[config.mk]
export PLATFORM = sky130hd
export DESIGN_NAME = rr_mux_arbiter
export DESIGN_NICKNAME = d
export VERILOG_FILES = /design/src/rtl/rr_mux_arbiter_pkg.sv /design/src/rtl/rr_mux_arbiter_pick.sv /design/src/rtl/rr_mux_arbiter.sv
export SDC_FILE = /design/constraint.sdc
export NUM_CORES = 1
export LEC_CHECK = 0
export CAP_MARGIN = 20
export CORE_MARGIN = 1.5
export CORE_UTILIZATION = 50
export DETAILED_ROUTE_END_ITERATION = 8
export GPL_TIMING_DRIVEN = 0
export PLACE_DENSITY = 0.77
export SETUP_SLACK_MARGIN = 0.15
export SLEW_MARGIN = 10
export SYNTH_ARGS = -nofsm -noshare
export SYNTH_HDL_FRONTEND = slang
export SYNTH_HIERARCHICAL = 1
export SYNTH_SLANG_ARGS = --single-unit
[constraint.sdc]
create_clock -name clock -period 3.2 [get_ports clock]
set_clock_uncertainty 0.05 [all_clocks]
set_input_delay 0.64 -clock clock [delete_from_list [all_inputs] [get_ports clock]]
set_output_delay 0.64 -clock clock [all_outputs]
set_load 0.01 [all_outputs]
[src/rtl/rr_mux_arbiter_pkg.sv]
// Shared types and defaults for the round-robin 4:1 mux arbiter.
// Latency: none (declarations only).
// Backpressure: none (declarations only).
package rr_mux_arbiter_pkg;

    // Two-state controller: channel free, or channel owned by r_sel.
    typedef enum logic {
        ST_IDLE  = 1'b0,
        ST_GRANT = 1'b1
    } state_t;

    localparam int HOLD_MAX_DEF = 8;
    localparam int CNT_W_DEF    = 4;
    localparam int N_REQ        = 4;

    // One-hot grant vector for a requester index.
    function automatic logic [N_REQ-1:0] onehot4(input logic [1:0] idx);
        onehot4 = 4'b0001 << idx;
    endfunction

endpackage

[src/rtl/rr_mux_arbiter_pick.sv]
// Rotate-priority encoder: first active request after index 'last', wrapping mod 4.
// Latency: combinational.
// Backpressure: none; 'found' low means no requester is active.
module rr_pick
    import rr_mux_arbiter_pkg::*;
(
    input  logic [N_REQ-1:0] req,
    input  logic [1:0]       last,
    output logic [1:0]       idx,
    output logic             found
);

    // Scan last+1 .. last+4 so that 'last' itself is the lowest priority.
    always_comb begin
        idx   = 2'd0;
        found = 1'b0;
        for (int k = 1; k <= N_REQ; k++) begin
            if (!found && req[2'(last + 2'(k))]) begin
                idx   = 2'(last + 2'(k));
                found = 1'b1;
            end
        end
    end

endmodule

[src/rtl/rr_mux_arbiter.sv]
// Round-robin arbiter driving a shared 4:1 single-bit channel with bounded burst length.
// Latency: grant registered one cycle after request; m is combinational from registered sel/busy.
// Backpressure: a grant is held until req[sel] drops or HOLD_MAX cycles elapse, then rotates.
module rr_mux_arbiter
    import rr_mux_arbiter_pkg::*;
#(
    parameter int HOLD_MAX = HOLD_MAX_DEF,
    parameter int CNT_W    = CNT_W_DEF
) (
    input  logic             clock,
    input  logic             resetn,
    input  logic [N_REQ-1:0] req,
    input  logic [N_REQ-1:0] data,
    output logic [N_REQ-1:0] grant,
    output logic [1:0]       sel,
    output logic             busy,
    output logic             m
);

    state_t             r_state, w_state;
    logic [N_REQ-1:0]   r_grant, w_grant;
    logic [1:0]         r_sel, w_sel;
    logic               r_busy, w_busy;
    logic [CNT_W-1:0]   r_cnt, w_cnt;
    logic [1:0]         r_last, w_last;

    logic [1:0]         w_pick_last;
    logic [1:0]         w_pick_idx;
    logic               w_pick_found;
    logic               w_release;

    // While a grant is active the pick must already treat the current owner as
    // lowest priority, so that a release hands over in the same edge.
    assign w_pick_last = (r_state == ST_GRANT) ? r_sel : r_last;

    rr_pick u_pick (
        .req   (req),
        .last  (w_pick_last),
        .idx   (w_pick_idx),
        .found (w_pick_found)
    );

    assign w_release = !req[r_sel] || (r_cnt == CNT_W'(HOLD_MAX));

    // Next-state and next-output logic for the arbitration FSM.
    always_comb begin
        w_state = r_state;
        w_grant = r_grant;
        w_sel   = r_sel;
        w_busy  = r_busy;
        w_cnt   = r_cnt;
        w_last  = r_last;
        case (r_state)
            ST_IDLE: begin
                if (w_pick_found) begin
                    w_state = ST_GRANT;
                    w_grant = onehot4(w_pick_idx);
                    w_sel   = w_pick_idx;
                    w_busy  = 1'b1;
                    w_cnt   = CNT_W'(1);
                end
            end
            ST_GRANT: begin
                if (!w_release) begin
                    w_cnt = r_cnt + CNT_W'(1);
                end else begin
                    w_last = r_sel;
                    if (w_pick_found) begin
                        // Hand over (or re-grant the sole requester) with no idle gap.
                        w_grant = onehot4(w_pick_idx);
                        w_sel   = w_pick_idx;
                        w_cnt   = CNT_W'(1);
                    end else begin
                        // sel keeps its last value so the mux input stays stable.
                        w_state = ST_IDLE;
                        w_grant = '0;
                        w_busy  = 1'b0;
                        w_cnt   = '0;
                    end
                end
            end
            default: begin
                w_state = ST_IDLE;
            end
        endcase
    end

    // State and output registers; reset clears the channel without waiting for a clock.
    always_ff @(posedge clock or negedge resetn) begin
        if (!resetn) begin
            r_state <= ST_IDLE;
            r_grant <= '0;
            r_sel   <= 2'd0;
            r_busy  <= 1'b0;
            r_cnt   <= '0;
            r_last  <= 2'd3;
        end else begin
            r_state <= w_state;
            r_grant <= w_grant;
            r_sel   <= w_sel;
            r_busy  <= w_busy;
            r_cnt   <= w_cnt;
            r_last  <= w_last;
        end
    end

    assign grant = r_grant;
    assign sel   = r_sel;
    assign busy  = r_busy;
    assign m     = r_busy ? data[r_sel] : 1'b0;

endmodule

==> run_results.csv, run 1 <==
group,metric,value,unit
run_status,status,"completed",
cells_and_area,area_growth,25.17,%
power_and_ir_drop,cellLeakagePower,0.5035,nW
logic_synthesis,synth_most_common_cell,"dfrtp_1",
logic_synthesis,yosysWarnings,6,
clocking,cts_resized,0,
logic_synthesis,synth_cells,93,
sta,rsz0062_at_grt,"false",
global_route,track_usage,21.71,%
logic_synthesis,yosysSeqAreaShare,37.35,%
critical_path,path_buf_inv,2,
global_route,grt_pass1_vias,753,
logic_synthesis,yosysTopAreaCell,"dfrtp_1",
clocking,cts_tree,"yes",
cells_and_area,fillers,150,
sta,slew_headroom,55.45,%
logic_synthesis,syn-cell-area,944.7,µm²
detailed_routing,wl,1.880,mm
cells_and_area,nNetsFinal,128,
clocking,clock_latency,0.29,ns
logic_synthesis,ys.flop_type,"dfrtp_1",
critical_path,cp_slowest_cell,"mux4_1",
global_route,grt_pass1_wl,3.284,mm
die,start_util,54.12,%
clocking,cts_setup_buffers,0,
detailed_routing,route.met2.wl,969,µm
clocking,htreeDepth,1,
die,rows,15,
critical_path,critical-path-top-delay-family,"buffers and inverters",
sta,fin_tns_setup,0,ns
critical_path,crit_chain,"clkdlybuf4s50_1, mux4_1, and2_1, clkdlybuf4s50_1",
hold_path,hold_depth,1,
detailed_routing,drt_iter0_drc,12,
critical_path,cp_max_fo,1,
clocking,cts.sink_count,14,
run,cap_violations,0,
die,die_y,46.47,µm
die,ios,18,
die,die_x,46.47,µm
critical_path,cp.arrival,2.15,ns
detailed_routing,drtPass1Iterations,5,
critical_path,max_stage_delay,0.48,ns
power_and_ir_drop,p_sw_share,36.47,%
critical_path,worstSetupPathType,"input pin to primary output",
sta,clock.fmax,352.6,MHz
detailed_routing,highest_layer,"met4",
critical_path,crit_top_cell,"clkdlybuf4s50_1",
power_and_ir_drop,power.total,974.0,µW
cells_and_area,regArea,352.8,µm²
cells_and_area,drive_above_1_share,18.42,%
power_and_ir_drop,peakVddDrop,0.4464,mV
sta,layout_min_cycle_time,2.836,ns
power_and_ir_drop,p_sw,355.2,µW
clocking,postCtsHoldBufs,0,
hold_path,hold_class,"register to register",
clocking,clock_path_buffers,2,
detailed_routing,via_per_inst,5.612,
logic_synthesis,synth.top_cell.area_share,31.79,%
logic_synthesis,synth-edff-count,0,
hold_path,min_to,"grant[2]$_DFFE_PN0P_",
global_route,gr-total-overflow,0,
logic_synthesis,syn_area_per_cell,10.16,µm²
detailed_routing,ant_nets,0,
cells_and_area,n_antenna_cell,0,
placed_design,hpwl,1.437,mm
global_route,antenna_found_initial,0,
power_and_ir_drop,power.share.sequential,33.4,%
clocking,cts-root-buf,"clkbuf_4",
power_and_ir_drop,power_density,823.8,nW/µm²
critical_path,r2r_end,"grant[0]$_DFFE_PN0P_",
placed_design,gp_congestion,0.8031,
clocking,cts_made_buffers,3,
power_and_ir_drop,power_frac_comb,53.2,%
sta,setup_viol,0,
sta,hold_violations,0,
detailed_routing,num_vias,780,
critical_path,r2r_slack,0.65,ns
detailed_routing,wl_per_cell,13.53,µm
detailed_routing,drc_errors,0,
logic_synthesis,yosys_register_bits,14,
critical_path,setup.worst_path.end_class,"primary output",
detailed_routing,met1_length,791,µm
clocking,clk_pin_slew,0.09,ns
hold_path,min-delay-start,"grant[2]$_DFFE_PN0P_",
cells_and_area,multiInputGateArea,538.0,µm²
sta,drv_slew,0,
detailed_routing,dr_wl_met3,99,µm
placed_design,numPortBuffers,17,
logic_synthesis,yosysUniqueCellTypes,37,
critical_path,cp-start-kind,"input pin",
logic_synthesis,synth_fp_nets,106,
power_and_ir_drop,clock_power_share,13.5,%
die,design.core.area,1745,µm²
critical_path,reg2regPathDepth,8,
critical_path,r2r-start,"r_state$_DFF_PN0_",
logic_synthesis,async_flop_share,100.0,%
global_route,grt_max_degree,15,
sta,period_share,88.62,%
critical_path,critical_path_required,2.51,ns
logic_synthesis,synth_area_leaders,"dfrtp_1 32%, mux2_2 6.0%, dfstp_2 5.6%",
power_and_ir_drop,p_int,618.8,µW
sta,worst_pin_slew,0.6662,ns
die,die-area,2159,µm²
logic_synthesis,ys_top_cells_by_count,"12 x dfrtp_1, 9 x nand2_1, 8 x inv_1, 6 x a21oi_1",
==> stage by stage <==
stage | cell area, µm² | setup slack, ns | util [%] | std cells | hold slack [ns]
floorplan | 944.7 | 0.9218 | - | 93 | 0.2944
global placement | 1146 | 0.3123 | 65.66 | 135 | 0.4502
detailed placement | 1146 | 0.2292 | 65.66 | 135 | 0.4559
CTS | 1182 | 0.3542 | 67.74 | 139 | 0.4801
global route | 1182 | 0.3033 | 67.74 | 139 | 0.4934
finish | 1182 | 0.3640 | 67.74 | 139 | 0.4725
==> power by group through the flow <==
stage / clock (mW) / sequential, mW / combinational, mW
6_report: 0.131 / 0.325 / 0.518
5_1_grt: 0.143 / 0.339 / 0.573
3_3_place_gp: 0 / 0.326 / 0.511
4_1_cts: 0.133 / 0.328 / 0.522
2_1_floorplan: 0 / 0.331 / 0.343
3_5_place_dp: 0 / 0.332 / 0.521
==> registers in the layout, summed over array words and instances, names as in the netlist <==
name / cells
r_last: 2
r_cnt: 4
sel: 2
grant: 4
busy: 1
r_state: 1
==> per-layer routing <==
metal  track usage (%)  vias to the layer above
li1                  -                      381
met1             27.78                      373
met2             34.17                       22
met3             4.706                        4
met4             10.86                        0
met5                 0                        -
==> kinds of logic (layout without fill, tap and decap cells) <==
logic type,after synthesis,count (layout),synth area share [%]
AO/OA/AOI/OAI,22,22,19.87
adder cells (fa/ha/maj),3,3,3.974
buffers and inverters,12,33,5.694
flip-flops,14,14,37.35
multiplexers,10,10,14.30
AND/OR/NAND/NOR,32,32,18.81
==> cell type report <==
type | instances | area share [%]
inverters | 8 | 2.540
well taps | 25 | 2.646
plain buffers | 4 | 2.011
flip-flops and latches | 14 | 29.84
clock buffers | 4 | 3.069
multi-input cells | 67 | 45.50
repair buffers | 17 | 14.39
==> layout by cell type (no fill, tap or decap), types with 2 or more instances in the layout <==
cell and count:
ha_1 3, a211o_1 2, nand2b_1 5, clkbuf_4 3, o32ai_1 2, clkdlybuf4s50_1 17
o21ai_0 2, dfrtp_1 12, nor2_1 5, dfstp_2 2, nand2_1 9, inv_1 8
nand3_1 3, mux2i_1 3, a21oi_1 6, nand3b_1 2, a31oi_1 3, mux2_2 5
==> how the worst max path moves through the flow <==
| stage | startpoint | to | slack [ns] | cells after the start |
|---|---|---|---|---|
| floorplan | r_state$_DFF_PN0_ | grant[0]$_DFFE_PN0P_ | 0.92 | 8 |
| global placement | req[3] | r_cnt[0]$_DFFE_PN0P_ | 0.31 | 9 |
| detailed placement | req[3] | r_cnt[0]$_DFFE_PN0P_ | 0.23 | 9 |
| CTS | data[1] | m | 0.35 | 4 |
| global route | data[1] | m | 0.30 | 4 |
| finish | data[1] | m | 0.36 | 4 |
Note: power is estimated with default switching activity, not from simulation.
==> run 2: changes to the inputs <==
--- a/config.mk
+++ b/config.mk
@@ -5,12 +5,13 @@
 export SDC_FILE = /design/constraint.sdc
 export NUM_CORES = 1
 export LEC_CHECK = 0
+export ABC_AREA = 1
 export CAP_MARGIN = 20
 export CORE_MARGIN = 1.5
-export CORE_UTILIZATION = 50
+export CORE_UTILIZATION = 51
 export DETAILED_ROUTE_END_ITERATION = 8
-export GPL_TIMING_DRIVEN = 0
 export PLACE_DENSITY = 0.77
+export REMOVE_ABC_BUFFERS = 1
 export SETUP_SLACK_MARGIN = 0.15
 export SLEW_MARGIN = 10
 export SYNTH_ARGS = -nofsm -noshare
==> run 2 against run 1 <==
Compared with the run above:
- non-clock buffer count is 1 lower
- register-to-register slack worse by 0.14 ns
- worst hold slack worse by 0.039 ns
- die area is 7.0% higher
- sequential share of layout area is 2.3 points lower
- routed wire length is 24% higher
- critical endpoint is now r_cnt[3]$_DFFE_PN0P_
- largest power group unchanged
==> run_results.csv, run 2 <==
group,metric,value,unit
clocking,cts_resized,0,
placed_design,gp_congestion,0.8785,
placed_design,numPortBuffers,17,
global_route,antenna_found_initial,0,
critical_path,critical_path_required,3.34,ns
cells_and_area,final_cells,198,
detailed_routing,drc_errors,0,
sta,fin_tns_setup,0,ns
clocking,cts_made_buffers,3,
run_status,status,"completed",
sta,hold_violations,0,
global_route,grt_pass1_vias,863,
logic_synthesis,async_flop_share,100.0,%
die,die_x,48.07,µm
global_route,track_usage,23.82,%
sta,drv_slew,0,
logic_synthesis,yosys_register_bits,14,
clocking,cts-root-buf,"clkbuf_4",
logic_synthesis,ys.flop_type,"dfrtp_1",
logic_synthesis,synth-edff-count,0,
die,rows,16,
critical_path,cp.arrival,2.83,ns
clocking,htreeDepth,1,
die,die-area,2311,µm²
global_route,gr-total-overflow,0,
logic_synthesis,ys_top_cells_by_count,"52 x nand2_1, 17 x inv_1, 15 x nand3_1, 12 x dfrtp_1, 10 x o21ai_0",
sta,worst_pin_slew,0.6270,ns
critical_path,cp_max_fo,8,
cells_and_area,utilization,65.98,%
critical_path,worstSetupPathType,"register to register",
cells_and_area,n_antenna_cell,0,
detailed_routing,wl,2.331,mm
sta,layout_min_cycle_time,2.694,ns
detailed_routing,ant_nets,0,
logic_synthesis,synth.top_cell.area_share,28.99,%
logic_synthesis,synth_most_common_cell,"nand2_1",
sta,slew_headroom,58.07,%
die,die_y,48.07,µm
critical_path,cp-start-kind,"register",
clocking,cts_tree,"yes",
clocking,clock_latency,0.29,ns
sta,rsz0062_at_grt,"false",
detailed_routing,num_vias,1031,
global_route,grt_pass1_wl,3.698,mm
clocking,postCtsHoldBufs,0,
detailed_routing,drtPass1Iterations,4,
clocking,cts.sink_count,14,
logic_synthesis,yosysUniqueCellTypes,22,
die,design.core.area,1942,µm²
cells_and_area,layout_common_cells,"52 x nand2_1, 17 x inv_1, 17 x clkdlybuf4s50_1, 15 x nand3_1, 12 x dfrtp_1",
die,ios,18,
cells_and_area,drive_above_1_share,14.04,%
cells_and_area,nNetsFinal,185,
die,start_util,53.35,%
detailed_routing,via_per_inst,5.207,
cells_and_area,final_common_cell,"nand2_1",
power_and_ir_drop,power_density,1221,nW/µm²
clocking,clock_path_buffers,2,
logic_synthesis,yosysSeqAreaShare,34.06,%
power_and_ir_drop,peakVddDrop,0.9700,mV
global_route,grt_max_degree,15,
detailed_routing,drt_iter0_drc,40,
run,cap_violations,0,
logic_synthesis,synth_area_leaders,"dfrtp_1 29%, nand2_1 19%, nand3_1 7.2%",
logic_synthesis,yosysWarnings,6,
placed_design,hpwl,1.785,mm
sta,setup_viol,0,
critical_path,setup.worst_path.end_class,"register",
power_and_ir_drop,cellLeakagePower,0.6564,nW
logic_synthesis,synth_cells,148,
clocking,cts_setup_buffers,0,
clocking,clk_pin_slew,0.08,ns
logic_synthesis,syn-cell-area,1036,µm²
sta,period_share,84.20,%
sta,finalHoldWorstSlack,0.4336,ns
placed_design,placedCellCount,194,
logic_synthesis,yosysTopAreaCell,"dfrtp_1",
cells_and_area,fillers,174,
cells_and_area,area_growth,23.67,%
logic_synthesis,syn_area_per_cell,7.000,µm²
sta,clock.fmax,371.1,MHz
detailed_routing,wl_per_cell,11.77,µm
hold_path,hold_class,"register to register",
==> run 2: final timing paths <==
path,startpoint,endpoint,slack (ns),cells after the start
hold / removal,grant[3]$_DFFE_PN0P_,grant[3]$_DFFE_PN0P_,0.43,2
setup reg to reg,r_state$_DFF_PN0_,r_cnt[3]$_DFFE_PN0P_,0.51,15
hold reg to reg,grant[3]$_DFFE_PN0P_,grant[3]$_DFFE_PN0P_,0.43,2
setup / recovery,r_state$_DFF_PN0_,r_cnt[3]$_DFFE_PN0P_,0.51,15
max in group asynchronous,resetn,sel[0]$_DFFE_PN0P_,2.01,1
min in group asynchronous,resetn,grant[3]$_DFFE_PN0P_,0.68,1
==> run 2: cells by family after synthesis <==
group	Yosys count	synth area share, %
fa+ha+maj	3	3.624
compound gates	16	8.938
flops	14	34.06
xor+xnor	1	0.8456
simple gates	93	44.56
buf+inv	21	7.971
==> run 2: per-stage QoR <==
step,worst slack (ns),total power [mW],instance area [µm²]
floorplan,0.05091,1.152,1028
global placement,0.5312,1.401,1255
detailed placement,0.4944,1.449,1255
CTS,0.4956,1.563,1281
global route,0.2206,1.724,1281
finish,0.5055,1.565,1281
==> run 2: critical path, cell delays in order, from the launching register on <==
cell     delay, ns
dfrtp_1       0.53
inv_1         0.16
o21ai_0       0.25
inv_1         0.18
nand2_1       0.11
nand2_1       0.09
nand2_1       0.13
nand2_4       0.08
nor2_8        0.13
nand4_1       0.12
inv_1         0.13
ha_1          0.20
inv_1         0.11
nand4_1       0.10
xor2_1        0.15
nor2_1        0.07
==> run 2: final cells by class <==
| class | count | area [µm²] | share of cell area (%) |
|---|---|---|---|
| multi-input combinational | 113 | 600.6 | 46.87 |
| sequential | 14 | 352.8 | 27.54 |
| timing repair buffer | 20 | 192.7 | 15.04 |
| inverter | 20 | 75.07 | 5.859 |
| tap | 27 | 33.78 | 2.637 |
| clock buffer | 4 | 26.28 | 2.051 |
==> run 2: power by group <==
group | switching [mW] | internal, mW | total, mW
logic | 0.708 | 0.415 | 1.12
registers | 0.0730 | 0.262 | 0.334
clock network | 0.0584 | 0.0486 | 0.107
total | 0.839 | 0.725 | 1.56
==> run 2: layer usage <==
| layer | wire length, µm | vias up | global-route usage, % |
|---|---|---|---|
| met2 | 1055 | 39 | 38.13 |
| met3 | 169 | 7 | 7.170 |
| met4 | 54 | 0 | 10.27 |
| met5 | 0 | - | 0 |
| met1 | 1051 | 459 | 29.67 |
| li1 | - | 526 | - |
